File: src/rtl/load_store_unit.sv
// load_store_unit: load/store unit between the RV32I multicycle core and a
// word-organised data memory. It accepts one request per handshake, drives
// word-aligned memory accesses with byte-lane masks, waits MEM_LATENCY cycles
// for read data, extends the returned byte or halfword and issues a one-cycle
// response.
// Optional feature: define LSU_MISALIGN_TRAP_EN to fault misaligned halfword
// and word accesses. Without it, misaligned addresses are force-aligned.
module load_store_unit #(
  parameter int unsigned MEM_LATENCY = 1  // legal range 1..4
) (
  input  logic        clk,
  input  logic        reset_n,
  input  logic        req_valid,
  output logic        req_ready,
  input  logic        req_we,
  input  logic [2:0]  req_funct3,
  input  logic [31:0] req_addr,
  input  logic [31:0] req_wdata,
  output logic        resp_valid,
  output logic [31:0] resp_rdata,
  output logic        resp_fault,
  output logic [31:0] mem_address,
  output logic        mem_wren,
  output logic [3:0]  mem_wmask,
  output logic [31:0] mem_wdata,
  input  logic [31:0] mem_rdata
);

  typedef enum logic [1:0] {
    S_IDLE  = 2'd0,
    S_ISSUE = 2'd1,
    S_WAIT  = 2'd2,
    S_RESP  = 2'd3
  } state_t;

  state_t      state, state_next;
  logic        accept;
  logic        req_fault;
  logic [1:0]  req_offset;
  logic [3:0]  req_mask;
  logic [31:0] req_lane_data;

  logic        we_q;
  logic [2:0]  funct3_q;
  logic [1:0]  offset_q;
  logic [3:0]  mask_q;
  logic [2:0]  cnt_q;
  logic [31:0] load_shifted;
  logic [31:0] load_ext;

  assign accept = req_valid & req_ready;

  // Classify the incoming request: illegal funct3 (and, optionally, misalignment) faults.
  always_comb begin
    // NOTE: every variable written in always_comb gets a default first, so no path can infer a latch.
    req_fault = 1'b0;
    if (req_we) begin
      req_fault = req_funct3[2] | (req_funct3[1:0] == 2'b11);
    end else begin
      req_fault = (req_funct3 == 3'b011) | (req_funct3 == 3'b110) | (req_funct3 == 3'b111);
    end
`ifdef LSU_MISALIGN_TRAP_EN
    if (req_funct3[1:0] == 2'b01) req_fault = req_fault | req_addr[0];
    if (req_funct3[1:0] == 2'b10) req_fault = req_fault | (|req_addr[1:0]);
`endif
  end

  // Effective byte offset, lane mask and replicated store data for the request.
  // Misaligned halfword/word offsets are force-aligned here; with the trap
  // enabled those requests have already faulted and never reach memory.
  always_comb begin
    req_offset    = 2'b00;
    req_mask      = 4'b1111;
    req_lane_data = req_wdata;
    case (req_funct3[1:0])
      2'b00: begin
        req_offset    = req_addr[1:0];
        req_mask      = 4'b0001 << req_addr[1:0];
        req_lane_data = {4{req_wdata[7:0]}};
      end
      2'b01: begin
        req_offset    = {req_addr[1], 1'b0};
        req_mask      = req_addr[1] ? 4'b1100 : 4'b0011;
        req_lane_data = {2{req_wdata[15:0]}};
      end
      default: begin
        req_offset    = 2'b00;
        req_mask      = 4'b1111;
        req_lane_data = req_wdata;
      end
    endcase
  end

  // State register.
  always_ff @(posedge clk or negedge reset_n) begin
    // NOTE: sequential state uses non-blocking assignments so all registers update together at the edge.
    if (!reset_n) state <= S_IDLE;
    else          state <= state_next;
  end

  // Next-state logic.
  always_comb begin
    state_next = state;
    case (state)
      S_IDLE:  if (accept) state_next = req_fault ? S_RESP : S_ISSUE;
      S_ISSUE: state_next = we_q ? S_RESP : S_WAIT;
      S_WAIT:  if (cnt_q == 3'd1) state_next = S_RESP;
      S_RESP:  state_next = S_IDLE;
      default: state_next = S_IDLE;
    endcase
  end

  // Right-justify the captured word and extend it according to the load type.
  always_comb begin
    load_shifted = mem_rdata >> {offset_q, 3'b000};
    load_ext     = load_shifted;
    case (funct3_q)
      3'b000:  load_ext = {{24{load_shifted[7]}},  load_shifted[7:0]};
      3'b001:  load_ext = {{16{load_shifted[15]}}, load_shifted[15:0]};
      3'b100:  load_ext = {24'h0, load_shifted[7:0]};
      3'b101:  load_ext = {16'h0, load_shifted[15:0]};
      default: load_ext = load_shifted;
    endcase
  end

  // Request latch, latency counter, memory address/data and response registers.
  always_ff @(posedge clk or negedge reset_n) begin
    if (!reset_n) begin
      we_q        <= 1'b0;
      funct3_q    <= 3'b000;
      offset_q    <= 2'b00;
      mask_q      <= 4'b0000;
      cnt_q       <= 3'd0;
      mem_address <= 32'h0;
      mem_wdata   <= 32'h0;
      resp_rdata  <= 32'h0;
      resp_fault  <= 1'b0;
    end else begin
      case (state)
        S_IDLE: begin
          if (accept) begin
            we_q       <= req_we;
            funct3_q   <= req_funct3;
            offset_q   <= req_offset;
            resp_rdata <= 32'h0;
            resp_fault <= req_fault;
            // A faulting request makes no memory access, so the bus keeps its last value.
            if (!req_fault) begin
              mem_address <= {req_addr[31:2], 2'b00};
              if (req_we) begin
                mask_q    <= req_mask;
                mem_wdata <= req_lane_data;
              end
            end
          end
        end
        S_ISSUE: cnt_q <= 3'(MEM_LATENCY);
        S_WAIT: begin
          cnt_q <= cnt_q - 3'd1;
          if (cnt_q == 3'd1) resp_rdata <= load_ext;
        end
        default: ;
      endcase
    end
  end

  // Write strobe and mask decode straight from the state, so reset drops them at once.
  assign mem_wren   = (state == S_ISSUE) & we_q;
  assign mem_wmask  = mem_wren ? mask_q : 4'b0000;
  assign req_ready  = (state == S_IDLE) & reset_n;
  assign resp_valid = (state == S_RESP);

endmodule

File: config.mk
export PLATFORM = sky130hd
export DESIGN_NAME = load_store_unit
export DESIGN_NICKNAME = d
export VERILOG_FILES = /design/src/rtl/load_store_unit.sv
export SDC_FILE = /design/constraint.sdc
export NUM_CORES = 1
export LEC_CHECK = 0
export ABC_CLOCK_PERIOD_IN_PS = 2600
export BUFFER_PORTS_ARGS = -buffer_cell sky130_fd_sc_hd__buf_2
export CORE_UTILIZATION = 48
export CTS_CLUSTER_DIAMETER = 150
export DETAILED_ROUTE_END_ITERATION = 16
export HOLD_SLACK_MARGIN = 0.06
export PLACE_DENSITY = 0.84
export SLEW_MARGIN = 25
export SYNTH_ARGS = -nofsm -noshare
export SYNTH_HDL_FRONTEND = slang
export SYNTH_SLANG_ARGS = --single-unit
File: constraint.sdc
create_clock -name clk -period 2.6 [get_ports clk]
set_input_delay 0.52 -clock clk [delete_from_list [all_inputs] [get_ports clk]]
set_output_delay 0.52 -clock clk [all_outputs]
set_load 0.02 [all_outputs]
# --- Word level (Yosys, flattened, before mapping) ---
# Index checks and enable logic that the tools add are counted.
word_totals:
  register_bits: 110
  in_bits: 103
  out_inout_bits: 104
  word_cells: 60
op_classes:
  n_addsub: 1
  n_eq_ne: 14
  n_shift: 2
  n_mux: 16
  bitwise_logic: 7
  n_reduce_logical: 10
op_table:
  columns: ["op", "count"]
  rows:
  - ["32-bit one-hot mux with 2 select lines", 2]
  - ["32-bit one-hot mux with 4 select lines", 1]
  - ["32-bit 2-to-1 mux", 2]
  - ["32-bit by 5-bit >> shifter with 32-bit output", 1]
  - ["3-bit equality test, second input constant", 4]
  - ["4-bit 2-to-1 mux", 2]
  - ["2-bit one-hot mux with 4 select lines", 1]
  - ["4-bit one-hot mux with 2 select lines", 1]
  - ["2-bit equality test, second input constant", 3]
  - ["3-bit by 1-bit equality test with 1-bit output, second input constant", 2]
  - ["2-bit 2-to-1 mux", 3]
  - ["3-bit one-hot mux with 2 select lines", 1]
  - ["3-bit AND reduction", 2]
  - ["2-bit by 1-bit equality test with 1-bit output, second input constant", 2]
  - ["2-bit logical NOT", 2]
  - ["2-bit inequality test, second input constant", 2]
  - ["2-bit one-hot mux with 2 select lines", 1]
  - ["2-bit AND reduction", 2]
  - ["4-bit AND reduction", 1]
  - ["2-bit nonzero test", 2]
  - ["1-bit by 2-bit left shift with 4-bit output, first input constant", 1]
  - ["1-bit AND", 3]
  - ["3-bit by 2-bit equality test with 1-bit output, second input constant", 1]
  - ["3-bit logical NOT", 1]
  - ["other kinds (4)", 7]

# --- Logic depth before layout (Yosys ltp) ---
# Gate-level depths: netlist (run 1).
depth:
  word_depth: 7
  mapped_depth: 9
  mapped_depth_nobuf: 6

# --- Worst setup path after synthesis (run 1) ---
# OpenSTA, ideal clock, no wires.
synth_path:
  path_type: "register to register"
  start: "register state[0]"
  end: "register resp_rdata[24]"
  setup_time_ns: 0.067
  arrival_time_ns: 1.959
  t_required_ns: 2.533
  setup_slack_ns: 0.575
  stages_incl_launch_ff: 10
  path_buffers: 3
  synth_period_minus_slack_ns: 2.025
  cell_sequence: "dfrtp_1 -> inv_1 -> ha_1 -> a21boi_1 -> or3b_1 -> buf_6 -> nor4bb_1 -> buf_4 -> buf_6 -> a221o_1"
synth_between:
  elab_chain_len: 5
  elab_cells_between_ends: 9
  classes_between: "3 x eq/ne; 1 x mux; 2 x bitwise; 3 x reduce/logical"
synth_lines:
  columns: ["element", "line", "rtl"]
  rows:
  - ["start, declared", "36", "state_t state, state_next;"]
  - ["start signal, assigned", "98", "else state <= state_next;"]
  - ["2-bit logical NOT", "139, 170", null]
  - ["1-bit AND", "170", "assign req_ready = (state == S_IDLE) & reset_n;"]
  - ["1-bit AND", "51", "assign accept = req_valid & req_ready;"]
  - ["2-bit inequality test (no source line)", null, null]
  - ["3-bit AND reduction (no source line)", null, null]
  - ["end signal, assigned", "160", "if (cnt_q == 3'd1) resp_rdata <= load_ext;"]
  - ["end, declared", "20", "output logic [31:0] resp_rdata,"]
# Parallel ways exist; a longest one is shown, timed or not.
# A chain may end at the register's enable or synchronous reset.

# --- Final worst setup path (run 1) ---
layout_path:
  start: "register state[0]"
  end: "register resp_rdata[18]"
# Same word-level chain as after synthesis.

==> results.cfg, run 1 <==
[status]
outcome = completed

[critical_path]
crit_family = simple AND/OR/NAND/NOR gates
path_cells = inv_1, ha_1, a21boi_1, or3b_1, nor2_1, a221o_1
worstPathBufferInverterCount = 1
crit_arrival_ps = 2570
path_max_fanout = 10
r2r_setup_slack_ps = 320
cp_slowest_stage_delay_ps = 540
crit_path_end_kind = flop
slowest_stage = or3b_1
r2r_start = state[0]
cp-startpoint = state[0]
rr_endpoint = resp_rdata[18]
r2r.worst_path.cells = 6
crit_type = flop to flop
worstSetupStartpointType = flop
crit_end = resp_rdata[18]
worstPathRequired_ps = 2900
cp.depth = 6

[global_route]
grt_use_total_pct = 24.3
grt-ovfl-total = 0
grt_pass1_wl_um = 21100
grt_max_degree = 66
first_global_vias = 4282
antenna_found_initial = 0

[sta]
worst_pin_slew_ps = 838
drv_slew = 0
slew_headroom_pct = 44.2
layout_setup_ws_ps = 324
setup_viol = 0
tns_ps = 0
final.period_utilization_pct = 87.5
hold_viol_final = 0
fin_crit_ps = 2280
fmax_mhz = 439
clock_skew_ps = 9.98
rsz0062_at_grt = no

[cts]
cts_hold_buf = 0
clock_path_buffers = 2
cts_resized = 0
cts_buffers = 9
cts_max_level = 3
tritoncts = yes
clock-sinks = 110
cts_root_buf = clkbuf_8
cts_setup_buffers = 0
clk_latency_ps = 370
cts.clk_slew.worst_paths_ps = 100

[place]
io_buffers = 204
pre_cts_slack_ps = 317
dp_hpwl_um = 9940
place_congestion = 0.870

[final_layout]
final_common_cell = buf_2
seq_area_um2 = 2750
diodes = 0
num-nets-final = 766
final_cell_mix = 203 x buf_2, 110 x dfrtp_1, 50 x nand2_1
drive_above_1_share_pct = 42.0
multiInputGateArea_um2 = 2230
area_delta_synth_final_pct = 25.6
fillers = 845

[routing]
ant_nets = 0
dr_total_vias = 4299
drtIter0Drc = 320
routed_wl_um = 13200
drc = 0
drtPass1Iterations = 5
viasPerCell = 5.41
post_drt_wl_per_cell_um = 16.6

[logic_synthesis]
yosysWarnings = 0
async_flop_share_pct = 100
synth-seq-area-share_pct = 53.4
synth-edff-count = 0
syn_inst = 460
syn_area_um2 = 5150
ys.flop_type = dfrtp_1
synth.largest_area_cell = dfrtp_1
synth_top_area_share_pct = 53.4
synth-seq-cells = 110
syn_avg_cell_area_um2 = 11.2
netlist-cell-type-count = 41
netlist_top_cells_area = dfrtp_1 53%, mux2_2 9.0%, mux2i_1 7.6%

[floorplanning]
start_util_pct = 49.7
dieArea_um2 = 11200
num_rows = 37
die_x_um = 106
core-area_um2 = 10400
die_h_um = 106
ios = 207

[power_and_ir_drop]
peakVddDrop_mv = 0.591
powerDensity_nw_per_um2 = 1150
power_uw = 7420
leakagePower_uw = 0.00337

[run]
drv_cap = 0

[min_path]
min_path_type = primary input to asynchronous set/reset pin
cell families after synthesis:
kind of cell / count (synthesis) / synth area share [%]
flip-flops: 110 / 53.4
multiplexers: 89 / 18.7
other: 1 / 0.0728
AO/OA/AOI/OAI: 109 / 12.8
adder cells (fa/ha/maj): 7 / 1.70
buffers and inverters: 40 / 3.50
AND/OR/NAND/NOR: 104 / 9.76
worst min-delay path by stage:
stage,start,to,slack (ps),depth (start not counted)
after floorplan,reset_n,cnt_q[0],220,0
after global routing,reset_n,state[0],170,2
after global placement,mask_q[2],mask_q[2],450,1
final,reset_n,state[0],160,2
after CTS,reset_n,state[0],160,2
after detailed placement,mask_q[0],mask_q[0],460,1
worst register-to-register path, stage by stage (launching register included):
cell and delay, ps:
dfrtp_1 400, inv_1 110, ha_1 250, a21boi_1 140, or3b_1 540, nor2_1 520, a221o_1 240
where the power goes:
part	leakage (uW)	internal [uW]	total, uW	switching [uW]
Clock	0.0000821	363	895	531
Combinational	0.00188	1420	3620	2190
Sequential	0.00140	2480	2910	436
Total	0.00337	4260	7420	3160
layout make-up:
type / count / area share (%)
clock buffers: 12 / 2.24
clock inverters: 2 / 0.155
inverters: 7 / 0.406
multi-input cells: 311 / 34.5
flip-flops and latches: 110 / 42.6
well taps: 136 / 2.63
repair buffers: 217 / 17.5
through the flow:
step	area, um2	std cells	utilization (%)	hold WS (ps)
CTS	6470	795	62.4	158
global placement	6310	781	60.9	454
global route	6470	795	62.4	170
finish	6470	795	62.4	163
detailed placement	6310	781	60.9	463
floorplan	5150	461	-	224
layer usage:
| layer | share of wire, % | track usage (%) | vias up | routed length [um] |
|---|---|---|---|---|
| met2 | 48 | 40.0 | 194 | 6380 |
| met3 | 6.9 | 4.45 | 17 | 912 |
| met4 | 2.0 | 9.33 | 0 | 258 |
| met5 | 0 | 0 | - | 0 |
| met1 | 43 | 31.9 | 2069 | 5650 |
| li1 | - | - | 2019 | - |
sequential cells by signal, summed over array words and instances (netlist names):
signal	flops
mem_wdata	32
mem_address	30
resp_rdata	32
state	2
resp_fault	1
cnt_q	3
we_q	1
funct3_q	3
offset_q	2
mask_q	4
synth_stat cells, types with 2 or more instances:
library cell  count
dfrtp_1         110
nand2_1          50
mux2_2           41
mux2i_1          39
o21ai_0          30
o21ai_1          26
a21oi_1          24
nor2_1           20
clkbuf_1         19
a221o_1          16
nand3b_1         10
mux2_1            8
ha_1              7
inv_1             7
buf_1             6
and3_1            5
nand3_1           4
buf_2             3
buf_4             3
nand2b_1          3
a211oi_1          2
a21o_1            2
and2_1            2
buf_6             2
nor2b_1           2
nor3_1            2
o21a_1            2
o31ai_1           2
Power figures use the tool's default switching activity.
==> run 2, diff against run 1 <==
--- a/config.mk
+++ b/config.mk
@@ -7,11 +7,11 @@
 export LEC_CHECK = 0
 export ABC_CLOCK_PERIOD_IN_PS = 2600
 export BUFFER_PORTS_ARGS = -buffer_cell sky130_fd_sc_hd__buf_2
-export CORE_UTILIZATION = 48
+export CORE_UTILIZATION = 49
 export CTS_CLUSTER_DIAMETER = 150
 export DETAILED_ROUTE_END_ITERATION = 16
 export HOLD_SLACK_MARGIN = 0.06
-export PLACE_DENSITY = 0.84
+export PLACE_DENSITY = 0.86
 export SLEW_MARGIN = 25
 export SYNTH_ARGS = -nofsm -noshare
 export SYNTH_HDL_FRONTEND = slang
==> run 2 against run 1 <==
  * Non-clock buffer count is the same
  * Combinational power is essentially flat
  * Global-route usage shrank 0.41 points
  * Clock power grew 5.3%
  * Sequential power is essentially flat
  * Critical path depth is the same
  * Highest routed layer is now met5
  * Critical path type is now primary input to flop
==> results.cfg, run 2 (synthesis results as in run 1) <==
[sta]
timing.hold.ws_ps = 369
tns_ps = 0
fmax_mhz = 434
final.period_utilization_pct = 88.7
worst_pin_slew_ps = 733
layout_setup_ws_ps = 293
hold_viol_final = 0
fin_crit_ps = 2310
clock_skew_ps = 2.10
drv_slew = 0
rsz0062_at_grt = no
setup_viol = 0
slew_headroom_pct = 51.1

[critical_path]
crit_arrival_ps = 2600
crit_type = primary input to flop
r2r_start = state[0]
worstPathRequired_ps = 2900
crit_path_end_kind = flop
cp-startpoint = reset_n
worstSetupStartpointType = primary input
path_max_fanout = 10
r2r.worst_path.cells = 6

[floorplanning]
ios = 207
dieArea_um2 = 10900
num_rows = 37
die_x_um = 105
core-area_um2 = 10300
die_h_um = 105
start_util_pct = 50.1

[routing]
dr_total_vias = 4308
routed_wl_um = 12600
drtPass1Iterations = 5
viasPerCell = 5.41
post_drt_wl_per_cell_um = 15.9
drc = 0
drtIter0Drc = 243
ant_nets = 0

[cts]
clk_latency_ps = 350
cts_setup_buffers = 0
cts.clk_slew.worst_paths_ps = 90
clock_path_buffers = 2
cts_buffers = 9
cts_root_buf = clkbuf_8
cts_max_level = 3
clock-sinks = 110
tritoncts = yes

[place]
place_congestion = 0.880
io_buffers = 204
dp_hpwl_um = 9540
pre_cts_slack_ps = 384

[final_layout]
diodes = 0
drive_above_1_share_pct = 42.1
final_common_cell = buf_2
num-nets-final = 766
final_cell_mix = 203 x buf_2, 110 x dfrtp_1, 50 x nand2_1
area_delta_synth_final_pct = 25.7
largestRegisters = mem_wdata: 32 flops, resp_rdata: 32 flops, mem_address: 30 flops

[global_route]
grt_pass1_wl_um = 20600
grt-ovfl-total = 0
grt_use_total_pct = 23.9
antenna_found_initial = 1
first_global_vias = 4238
grt_max_degree = 65

[power_and_ir_drop]
leakagePower_uw = 0.00336
peakVddDrop_mv = 0.660
power_uw = 7460
powerDensity_nw_per_um2 = 1150

[status]
outcome = completed

[run]
drv_cap = 0

[min_path]
min_path_cells = 2
min_path_type = primary input to flop
worstHoldStart = req_addr[27]
run 2: report_power, final:
part,total (uW),switching (uW),internal (uW)
clock,942,546,396
sequential,2930,449,2480
combinational,3590,2170,1420
total,7460,3170,4290
run 2: worst max-delay path: stages:
cell and delay (ps):
dlygate4sd3_1 560, buf_4 160, a21boi_1 80, or3b_1 560
nor3_2 480, a221o_1 240
run 2: final timing paths:
check	slack, ps	to
worst max register to register	340	resp_rdata[25]
worst min-delay path	370	mem_address[27]
worst min register to register	490	resp_rdata[8]
max in group asynchronous	490	mem_wdata[10]
min in group asynchronous	540	state[1]
worst max-delay path	290	resp_rdata[25]
run 2: timing repair:
action,CTS,global route
hold buffers,1,0
resized for setup,0,0
hold endpoints to repair,2,0
run 2: layout make-up:
cell class	instances	area [um2]
clock buffers	12	155
repair buffers	217	1120
inverters	7	26.3
fillers	845	3800
flip-flops and latches	110	2750
multi-input cells	311	2230
well taps	136	170
clock inverters	3	20.0
run 2: metal layers:
| metal | vias up | GRT usage (%) | routed length, um |
|---|---|---|---|
| met1 | 2063 | 31.4 | 5210 |
| met5 | - | 0 | 13 |
| met2 | 202 | 39.4 | 6240 |
| met3 | 19 | 4.62 | 950 |
| li1 | 2022 | - | - |
| met4 | 2 | 8.47 | 204 |
run 2: through the flow:
stage,utilization [%],instances,instance area [um2]
floorplan,-,461,5150
global placement,61.2,780,6290
detailed placement,61.2,780,6290
CTS,63.0,796,6480
global route,63.0,796,6480
finish,63.0,796,6480
==> run 3, diff against run 2 <==
--- a/config.mk
+++ b/config.mk
@@ -10,8 +10,9 @@
 export CORE_UTILIZATION = 49
 export CTS_CLUSTER_DIAMETER = 150
 export DETAILED_ROUTE_END_ITERATION = 16
+export GPL_TIMING_DRIVEN = 0
 export HOLD_SLACK_MARGIN = 0.06
-export PLACE_DENSITY = 0.86
+export PLACE_DENSITY = 0.8
 export SLEW_MARGIN = 25
 export SYNTH_ARGS = -nofsm -noshare
 export SYNTH_HDL_FRONTEND = slang
==> run 3 against run 2 <==
  * Cell count increased by 2.6%
  * Hold slack got worse by 280 ps
  * Critical path type is now flop to flop
  * Clock-buffer cell count shrank 2
  * Register-to-register slack worse by 160 ps
  * Sequential share of layout area down 0.65 points
  * Flip-flop and latch count unchanged
  * Core utilization increased by 0.97 points
  * Routed wire length increased by 9.6%
  * Via count increased by 3.9%
==> results.cfg, run 3 (synthesis results as in run 1) <==
[status]
outcome = completed

[critical_path]
cp_slowest_stage_delay_ps = 420
rr_endpoint = mem_wdata[7]
path_max_fanout = 10
crit_type = flop to flop
slowest_stage = dfrtp_1
r2r.worst_path.cells = 7
crit_top_cell = clkbuf_1
r2r_setup_slack_ps = 180
crit_arrival_ps = 2680
crit_path_end_kind = flop
path_cells = inv_1, ha_1, and3_1, clkbuf_1, nand4_2, clkbuf_1, mux2_1
worstSetupStartpointType = flop
worstPathRequired_ps = 2860
r2r_start = state[0]

[global_route]
grt_pass1_wl_um = 22500
grt_max_degree = 64
first_global_vias = 4451
grt-ovfl-total = 0
grt_use_total_pct = 26.2
antenna_found_initial = 0

[run]
drv_cap = 0

[sta]
fin_crit_ps = 2420
drv_slew = 0
rsz0062_at_grt = no
clock_skew_ps = 17.6
setup_viol = 0
final.period_utilization_pct = 93.1
layout_setup_ws_ps = 178
hold_viol_final = 0
slew_headroom_pct = 53.3
fmax_mhz = 413
worst_pin_slew_ps = 701

[routing]
post_drt_wl_per_cell_um = 16.9
routed_wl_um = 13800
drc = 0
dr_total_vias = 4478
ant_nets = 0
drtIter0Drc = 205
viasPerCell = 5.48
drtPass1Iterations = 5

[floorplanning]
dieArea_um2 = 10900
core-area_um2 = 10300
start_util_pct = 50.1
die_h_um = 105
num_rows = 37
ios = 207
die_x_um = 105

[final_layout]
area_delta_synth_final_pct = 27.7
final_common_cell = buf_2
largestRegisters = mem_wdata: 32 flops, resp_rdata: 32 flops, mem_address: 30 flops
drive_above_1_share_pct = 40.2
final_cell_mix = 206 x buf_2, 110 x dfrtp_1, 50 x nand2_1
diodes = 0
num-nets-final = 787
fin_util_pct = 64.0

[place]
io_buffers = 204
pre_cts_slack_ps = -18.5
place_congestion = 0.913
dp_hpwl_um = 10500

[power_and_ir_drop]
leakagePower_uw = 0.00339
peakVddDrop_mv = 0.625
powerDensity_nw_per_um2 = 1160

[cts]
cts_hold_buf = 0
cts_resized = 0
clock-sinks = 110
cts.clk_slew.worst_paths_ps = 110
cts_max_level = 3
tritoncts = yes
clk_latency_ps = 370
cts_root_buf = clkbuf_8
cts_setup_buffers = 0
cts_buffers = 9
clock_path_buffers = 2

[min_path]
min_path_type = primary input to asynchronous set/reset pin
==> run 3: worst max-delay path: cells and delay by family (launching register included) <==
family / cells / cell delay [ps]
buffers and inverters: 3 / 750
multiplexers: 1 / 380
AND/OR/NAND/NOR: 2 / 510
flip-flops: 1 / 420
adder cells (fa/ha/maj): 1 / 240
==> run 3: where the power goes <==
group          internal [uW]  switching (uW)  leakage, uW
sequential              2480             431      0.00140
combinational           1440            2240      0.00189
clock                    469             580    0.0000983
==> run 3: through the flow <==
stage               std cells  hold WS, ps  setup TNS (ps)  total power (uW)  cell area, um2
global placement          801          456         -178410              6470            6350
finish                    817         85.3               0              7640            6580
floorplan                 461          224               0              5300            5150
detailed placement        802          471           -18.5              6620            6380
global route              817         99.0               0              8140            6580
CTS                       817         87.6               0              7670            6580
==> run 3: layer usage <==
layer  wire (um)  track usage, %  vias up
li1            -               -     2063
met1        5640            33.8     2160
met2        6750            42.8      233
met3        1130            6.05       22
met4         298            10.2        0
met5           0               0        -
==> run 3: cell type report <==
class	count	area (um2)
Fill cell	856	3700
Sequential cell	110	2750
Multi-Input combinational cell	311	2220
Timing Repair Buffer	205	1050
Tap cell	136	170
Buffer	33	154
Clock buffer	10	138
Clock inverter	5	60.1
Inverter	7	26.3
==> run 3: worst max-delay path by stage <==
stage | slack, ps | from | end
5_1_grt | 20 | state[0] | mem_wdata[7]
6_report | 180 | state[0] | mem_wdata[7]
4_1_cts | 190 | state[0] | mem_wdata[7]
2_1_floorplan | 570 | state[0] | resp_rdata[24]
3_5_place_dp | -20 | reset_n | mem_wdata[7]
3_3_place_gp | -1820 | reset_n | resp_rdata[22]
